**src/rtl/rf_write_arbiter_if.sv**
```systemverilog
// Write-back bus between the ALU/LSU requesters, the register-file write port
// and the forwarding taps of rf_write_arbiter.
interface rf_write_arbiter_if #(
   parameter int unsigned ADDRESS_WIDTH = 5,
   parameter int unsigned DATA_WIDTH    = 32,
   parameter int unsigned CNT_WIDTH     = 16
);
   logic                     wb0_valid_i;
   logic [ADDRESS_WIDTH-1:0] wb0_addr_i;
   logic [DATA_WIDTH-1:0]    wb0_data_i;
   logic                     wb0_ready_o;
   logic                     wb1_valid_i;
   logic [ADDRESS_WIDTH-1:0] wb1_addr_i;
   logic [DATA_WIDTH-1:0]    wb1_data_i;
   logic                     wb1_ready_o;
   logic                     rf_we_o;
   logic [ADDRESS_WIDTH-1:0] rf_waddr_o;
   logic [DATA_WIDTH-1:0]    rf_wdata_o;
   logic [ADDRESS_WIDTH-1:0] raddr1_i;
   logic [ADDRESS_WIDTH-1:0] raddr2_i;
   logic                     fwd1_hit_o;
   logic                     fwd2_hit_o;
   logic [DATA_WIDTH-1:0]    fwd1_data_o;
   logic [DATA_WIDTH-1:0]    fwd2_data_o;
   logic [CNT_WIDTH-1:0]     conflict_cnt_o;

   modport slave (
      input  wb0_valid_i, wb0_addr_i, wb0_data_i,
      input  wb1_valid_i, wb1_addr_i, wb1_data_i,
      input  raddr1_i, raddr2_i,
      output wb0_ready_o, wb1_ready_o,
      output rf_we_o, rf_waddr_o, rf_wdata_o,
      output fwd1_hit_o, fwd2_hit_o, fwd1_data_o, fwd2_data_o,
      output conflict_cnt_o
   );

   modport master (
      output wb0_valid_i, wb0_addr_i, wb0_data_i,
      output wb1_valid_i, wb1_addr_i, wb1_data_i,
      output raddr1_i, raddr2_i,
      input  wb0_ready_o, wb1_ready_o,
      input  rf_we_o, rf_waddr_o, rf_wdata_o,
      input  fwd1_hit_o, fwd2_hit_o, fwd1_data_o, fwd2_data_o,
      input  conflict_cnt_o
   );
endinterface

```
**src/rtl/rf_write_arbiter.sv**
```systemverilog
// Two-requester register-file write arbiter with registered write port and forwarding.
// Define RF_ARB_ROUND_ROBIN_EN for round-robin conflict resolution; default is fixed priority to requester 0.
module rf_write_arbiter #(
   parameter int unsigned ADDRESS_WIDTH = 5,
   parameter int unsigned DATA_WIDTH    = 32,
   parameter int unsigned CNT_WIDTH     = 16
) (
   input  logic              clk_i,
   input  logic              rst_ni,
   rf_write_arbiter_if.slave bus
);
   logic                     w_both;
   logic                     w_gnt0;
   logic                     w_gnt1;
   logic                     w_xfer;
   logic [ADDRESS_WIDTH-1:0] w_addr;
   logic [DATA_WIDTH-1:0]    w_data;

   logic                     r_we;
   logic [ADDRESS_WIDTH-1:0] r_waddr;
   logic [DATA_WIDTH-1:0]    r_wdata;
   logic [CNT_WIDTH-1:0]     r_cnt;

   assign w_both = bus.wb0_valid_i & bus.wb1_valid_i;

`ifdef RF_ARB_ROUND_ROBIN_EN
   localparam logic REQ0 = 1'b0;
   localparam logic REQ1 = 1'b1;

   logic r_last_grant;

   // On conflict, requester 0 wins only when requester 1 was served last.
   assign w_gnt0 = bus.wb0_valid_i & (~bus.wb1_valid_i | (r_last_grant == REQ1));
   assign w_gnt1 = bus.wb1_valid_i & ~w_gnt0;

   always_ff @(posedge clk_i or negedge rst_ni) begin
      if (!rst_ni) begin
         r_last_grant <= REQ1;
      end else if (w_gnt1) begin
         r_last_grant <= REQ1;
      end else if (w_gnt0) begin
         r_last_grant <= REQ0;
      end
   end
`else
   assign w_gnt0 = bus.wb0_valid_i;
   assign w_gnt1 = bus.wb1_valid_i & ~bus.wb0_valid_i;
`endif

   assign w_xfer = w_gnt0 | w_gnt1;
   assign w_addr = w_gnt1 ? bus.wb1_addr_i : bus.wb0_addr_i;
   assign w_data = w_gnt1 ? bus.wb1_data_i : bus.wb0_data_i;

   assign bus.wb0_ready_o = w_gnt0 & rst_ni;
   assign bus.wb1_ready_o = w_gnt1 & rst_ni;

   // Index 0 is accepted but never written; address and data still load.
   always_ff @(posedge clk_i or negedge rst_ni) begin
      if (!rst_ni) begin
         r_we    <= 1'b0;
         r_waddr <= '0;
         r_wdata <= '0;
      end else if (w_xfer) begin
         r_we    <= (w_addr != '0);
         r_waddr <= w_addr;
         r_wdata <= w_data;
      end else begin
         r_we    <= 1'b0;
      end
   end

   always_ff @(posedge clk_i or negedge rst_ni) begin
      if (!rst_ni) begin
         r_cnt <= '0;
      end else if (w_both && (r_cnt != '1)) begin
         r_cnt <= r_cnt + CNT_WIDTH'(1);
      end
   end

   assign bus.rf_we_o        = r_we;
   assign bus.rf_waddr_o     = r_waddr;
   assign bus.rf_wdata_o     = r_wdata;
   assign bus.conflict_cnt_o = r_cnt;

   assign bus.fwd1_hit_o  = r_we & (r_waddr == bus.raddr1_i) & (bus.raddr1_i != '0);
   assign bus.fwd2_hit_o  = r_we & (r_waddr == bus.raddr2_i) & (bus.raddr2_i != '0);
   assign bus.fwd1_data_o = r_wdata;
   assign bus.fwd2_data_o = r_wdata;
endmodule

```
**src/flat_wrapper.sv**
```systemverilog
// flat-port wrapper written by rule: the top's interface ports become plain ports
module rf_write_arbiter_flat 
#(
   parameter int unsigned ADDRESS_WIDTH = 5,
   parameter int unsigned DATA_WIDTH    = 32,
   parameter int unsigned CNT_WIDTH     = 16
)
  (clk_i, rst_ni, bus_wb0_valid_i, bus_wb0_addr_i, bus_wb0_data_i, bus_wb1_valid_i, bus_wb1_addr_i, bus_wb1_data_i, bus_raddr1_i, bus_raddr2_i, bus_wb0_ready_o, bus_wb1_ready_o, bus_rf_we_o, bus_rf_waddr_o, bus_rf_wdata_o, bus_fwd1_hit_o, bus_fwd2_hit_o, bus_fwd1_data_o, bus_fwd2_data_o, bus_conflict_cnt_o);
  rf_write_arbiter_if #(.ADDRESS_WIDTH(ADDRESS_WIDTH), .DATA_WIDTH(DATA_WIDTH), .CNT_WIDTH(CNT_WIDTH)) bus_i ();
  input  logic clk_i;
  input  logic rst_ni;
  input wire logic [$bits(bus_i.wb0_valid_i)-1:0] bus_wb0_valid_i;
  input wire logic [$bits(bus_i.wb0_addr_i)-1:0] bus_wb0_addr_i;
  input wire logic [$bits(bus_i.wb0_data_i)-1:0] bus_wb0_data_i;
  input wire logic [$bits(bus_i.wb1_valid_i)-1:0] bus_wb1_valid_i;
  input wire logic [$bits(bus_i.wb1_addr_i)-1:0] bus_wb1_addr_i;
  input wire logic [$bits(bus_i.wb1_data_i)-1:0] bus_wb1_data_i;
  input wire logic [$bits(bus_i.raddr1_i)-1:0] bus_raddr1_i;
  input wire logic [$bits(bus_i.raddr2_i)-1:0] bus_raddr2_i;
  output wire logic [$bits(bus_i.wb0_ready_o)-1:0] bus_wb0_ready_o;
  output wire logic [$bits(bus_i.wb1_ready_o)-1:0] bus_wb1_ready_o;
  output wire logic [$bits(bus_i.rf_we_o)-1:0] bus_rf_we_o;
  output wire logic [$bits(bus_i.rf_waddr_o)-1:0] bus_rf_waddr_o;
  output wire logic [$bits(bus_i.rf_wdata_o)-1:0] bus_rf_wdata_o;
  output wire logic [$bits(bus_i.fwd1_hit_o)-1:0] bus_fwd1_hit_o;
  output wire logic [$bits(bus_i.fwd2_hit_o)-1:0] bus_fwd2_hit_o;
  output wire logic [$bits(bus_i.fwd1_data_o)-1:0] bus_fwd1_data_o;
  output wire logic [$bits(bus_i.fwd2_data_o)-1:0] bus_fwd2_data_o;
  output wire logic [$bits(bus_i.conflict_cnt_o)-1:0] bus_conflict_cnt_o;
  assign bus_i.wb0_valid_i = bus_wb0_valid_i;
  assign bus_i.wb0_addr_i = bus_wb0_addr_i;
  assign bus_i.wb0_data_i = bus_wb0_data_i;
  assign bus_i.wb1_valid_i = bus_wb1_valid_i;
  assign bus_i.wb1_addr_i = bus_wb1_addr_i;
  assign bus_i.wb1_data_i = bus_wb1_data_i;
  assign bus_i.raddr1_i = bus_raddr1_i;
  assign bus_i.raddr2_i = bus_raddr2_i;
  assign bus_wb0_ready_o = bus_i.wb0_ready_o;
  assign bus_wb1_ready_o = bus_i.wb1_ready_o;
  assign bus_rf_we_o = bus_i.rf_we_o;
  assign bus_rf_waddr_o = bus_i.rf_waddr_o;
  assign bus_rf_wdata_o = bus_i.rf_wdata_o;
  assign bus_fwd1_hit_o = bus_i.fwd1_hit_o;
  assign bus_fwd2_hit_o = bus_i.fwd2_hit_o;
  assign bus_fwd1_data_o = bus_i.fwd1_data_o;
  assign bus_fwd2_data_o = bus_i.fwd2_data_o;
  assign bus_conflict_cnt_o = bus_i.conflict_cnt_o;
  rf_write_arbiter #(.ADDRESS_WIDTH(ADDRESS_WIDTH), .DATA_WIDTH(DATA_WIDTH), .CNT_WIDTH(CNT_WIDTH)) u_core (.clk_i(clk_i), .rst_ni(rst_ni), .bus(bus_i));
endmodule
```
**config.mk**
```make
export PLATFORM = sky130hd
export DESIGN_NAME = rf_write_arbiter_flat
export DESIGN_NICKNAME = d
export VERILOG_FILES = /design/src/rtl/rf_write_arbiter_if.sv /design/src/rtl/rf_write_arbiter.sv /design/src/flat_wrapper.sv
export SDC_FILE = /design/constraint.sdc
export NUM_CORES = 1
export LEC_CHECK = 0
export BUFFER_PORTS_ARGS = -buffer_cell sky130_fd_sc_hd__buf_2
export CAP_MARGIN = 20
export CORE_ASPECT_RATIO = 0.7
export CORE_MARGIN = 4
export CORE_UTILIZATION = 40
export DETAILED_ROUTE_END_ITERATION = 7
export GPL_TIMING_DRIVEN = 0
export PLACE_DENSITY = 0.77
export SLEW_MARGIN = 20
export SYNTH_ARGS = -nofsm -noshare
export SYNTH_HDL_FRONTEND = slang
export SYNTH_SLANG_ARGS = --single-unit
```
**constraint.sdc**
```tcl
create_clock -name clk_i -period 4.2 [get_ports clk_i]
set_clock_uncertainty 0.2 [all_clocks]
set_input_delay 0.21 -clock clk_i [delete_from_list [all_inputs] [get_ports clk_i]]
set_output_delay 0.21 -clock clk_i [all_outputs]
set_load 0.03 [all_outputs]
```
==> results.md <==
- Setup crit end kind: primary output
- Hold Fails Final Rpt: 0
- Avg Cell Area, Syn: ~9.8 sq um
- Max Slew Vio Count: 0
- Mapped Area: about 3100 sq um
- First-pass GRT wire length: between 15000 and 20000 um
- PortBufs: approximately 210
- Width of the chip: around 110 um
- CP Cell Sequence: dlygate4sd3_1, buf_4, nand2_1, nor2_1, buf_2
- Pre-Repair DR Iteration Count: 4
- Critical Path Fanout Max: between 50 and 60
- Critical path arrival: 1.78 ns
- Most common cell after layout, fill and taps aside: buf_2
- Placement Rows: 26
- GRT Util Overall: a little over a fifth
- DRC errors left: 0
- Worst Path Required: around 3.8 ns
- Met3 GRT Util: 4.59%
- Fin crit period: between 2 and 2.5 ns
- Vias in the first global route: ~3300
- Post CTS Setup Buffer Count: 0
- CTS hold repair buffers: 38
- P_leak: between 2 and 3 nW
- Antenna violations before repair: 0
- Gr busiest metal: met2
- Worst Hold Class: in -> reg
- Sequential fraction of the synthesis area: between 40 and 50%
- CTS resizes: 0
- Layout cells sized above 1: about half
- Starting Density: approximately 42%
- Deepest clock path buffer count: 2
- Num CTS Buffers: 5
- Post-route ant nets: 0
- Net count after synthesis: between 400 and 500
- Filler-free cell count of the finished design: 673
- Most frequent cells in the layout: 210 x buf_2, 65 x buf_4, 54 x dfrtp_1, 43 x nand2_1, 43 x o21ai_0
- Clock sinks: 54
- Synthesis-to-finish area growth: 53.7%
- Met2 Use GR: roughly 41%
- Slew @ Worst Pin: around 0.75 ns
- IO Count: 210
- Fmax: 456 MHz
- Prevailing post-synth register cell: dfrtp_1
- Seq cells post-synth: between 50 and 60
- CTS tree: done
- Period utilisation layout: between 50% and 60%
- CTS clock-pin slew for the worst setup and hold paths: around 0.07 ns
- Die area: about 9400 sq um
- Synth cell types: 32
- Final Net Count: approximately 660
- Peak supply drop: approximately 0.24 mV
- Cell count after placement: ~630
- Core area: between 7000 and 8000 sq um
- Met1 usage: 23.6%
- Diodes inserted: 0
- Via density: between 4 and 5
- Hpwl dp: about 7500 um
- Clock Latency Late Sink: ~0.29 ns
- Critical setup path kind: in -> out
- Initial DRC count: 151
- Post-synth EDFFs: 0
- Die Ht: about 82 um
- Finished Cell Area: around 4800 sq um
- Slowest cell on the critical path: buf_4
- Root Driver: clkbuf_16
- Cell count after synthesis: roughly 320
- WL/cell: about 15 um
- Max_slew headroom: between 50% and 60%
- Placed instance area: 4310 sq um
- Pin count of the biggest net entering global routing: 57
- Max-cap viol count: 0
- Routability Congestion: 0.856
- Status: complete, no violations
- Synth async-reset ratio: 100%
- Critical path startpoint category: primary input
- RSZ-0062 raised after global routing: no
- Via Count: 3184
- Syn. warnings: 0
- Setup violation total in the final timing report: 0
- Overflow after GRT: 0
- PD cells: between 300 and 400 nW/um^2
- CP max stage delay: between 0.5 and 0.6 ns
- Setup TNS: 0 ns
- CTS H-Tree Depth: 2
- Final wirelength: between 10000 and 15000 um
## flip-flops by register name (all words and copies together), names as in the netlist
name / cells
u_core.bus.rf_we_o: 1
u_core.bus.rf_waddr_o: 5
u_core.bus.fwd1_data_o: 32
u_core.bus.conflict_cnt_o: 16
## metal layers
layer  vias up  part of all wire, %
met1      1499                   38
li1       1540                    -
met5         -                    0
met2       128                   53
met4         0                  1.8
met3        17                  6.8
## area by class of cell
| type | instances | area [sq um] |
|---|---|---|
| Timing Repair Buffer | 245 | 1420 |
| Tap cell | 98 | 123 |
| Buffer | 78 | 538 |
| Clock inverter | 1 | 5.00 |
| Sequential cell | 54 | 1350 |
| Fill cell | 612 | 2650 |
| Clock buffer | 7 | 143 |
| Multi-Input combinational cell | 190 | 1260 |
## worst max-delay path: cells and delay by family
kind	cells	cell delay (ns)
buf+inv	3	1.32
simple gates	2	0.21
## report_power, final
| group | total, mW | leakage, nW | internal [mW] | switching [mW] |
|---|---|---|---|---|
| clock network | 0.414 | 0.0739 | 0.237 | 0.177 |
| logic | 0.702 | 1.90 | 0.272 | 0.430 |
| registers | 0.678 | 0.665 | 0.587 | 0.0913 |
## cell families after synthesis
kind of cell | after synthesis | synth area share [%]
multiplexers | 38 | 12.1
buffers and inverters | 78 | 17.1
adder cells (fa/ha/maj) | 1 | 0.398
AO/OA/AOI/OAI | 46 | 7.44
flip-flops | 54 | 42.9
AND/OR/NAND/NOR | 83 | 13.9
XOR/XNOR | 22 | 6.12
## cell usage after synthesis (all sizes together), types with 2 or more instances
library cell	instances	area, sq um
buf	74	523
dfrtp	54	1350
nor4	5	43.8
nor2	3	13.8
nand4	5	43.8
xnor2	9	78.8
nand2	44	173
mux2i	37	370
or4	3	26.3
o21ai	43	215
nand3	6	30.0
a21oi	2	10.0
clkbuf	4	15.0
nor3	11	60.1
xor2	13	114
## stage by stage
stage | power [mW] | util [%] | hold slack [ns] | setup slack (ns)
final | 1.79 | 64.6 | 0.0122 | 2.01
after global routing | 1.89 | 64.6 | 0.0209 | 1.80
after CTS | 1.81 | 64.6 | 0.00954 | 2.00
after detailed placement | 1.36 | 57.6 | 0.111 | 2.20
after global placement | 1.34 | 57.5 | 0.214 | 2.16
after floorplan | 1.13 | - | -0.286 | 2.19
## worst paths after layout
kind / slack (ns) / cells after the start / startpoint / end
max: 2.01 / 5 / rst_ni / bus_wb1_ready_o
min in group asynchronous: 0.33 / 2 / rst_ni / u_core.bus.fwd1_data_o[31]
max in group asynchronous: 2.96 / 2 / rst_ni / u_core.bus.fwd1_data_o[1]
max reg2reg: 2.16 / 4 / u_core.bus.conflict_cnt_o[13] / u_core.bus.conflict_cnt_o[1]
min reg2reg: 0.31 / 1 / u_core.bus.conflict_cnt_o[15] / u_core.bus.conflict_cnt_o[15]
min: 0.01 / 3 / bus_wb1_data_i[24] / u_core.bus.fwd1_data_o[24]
Power figures use the tool's default switching activity.
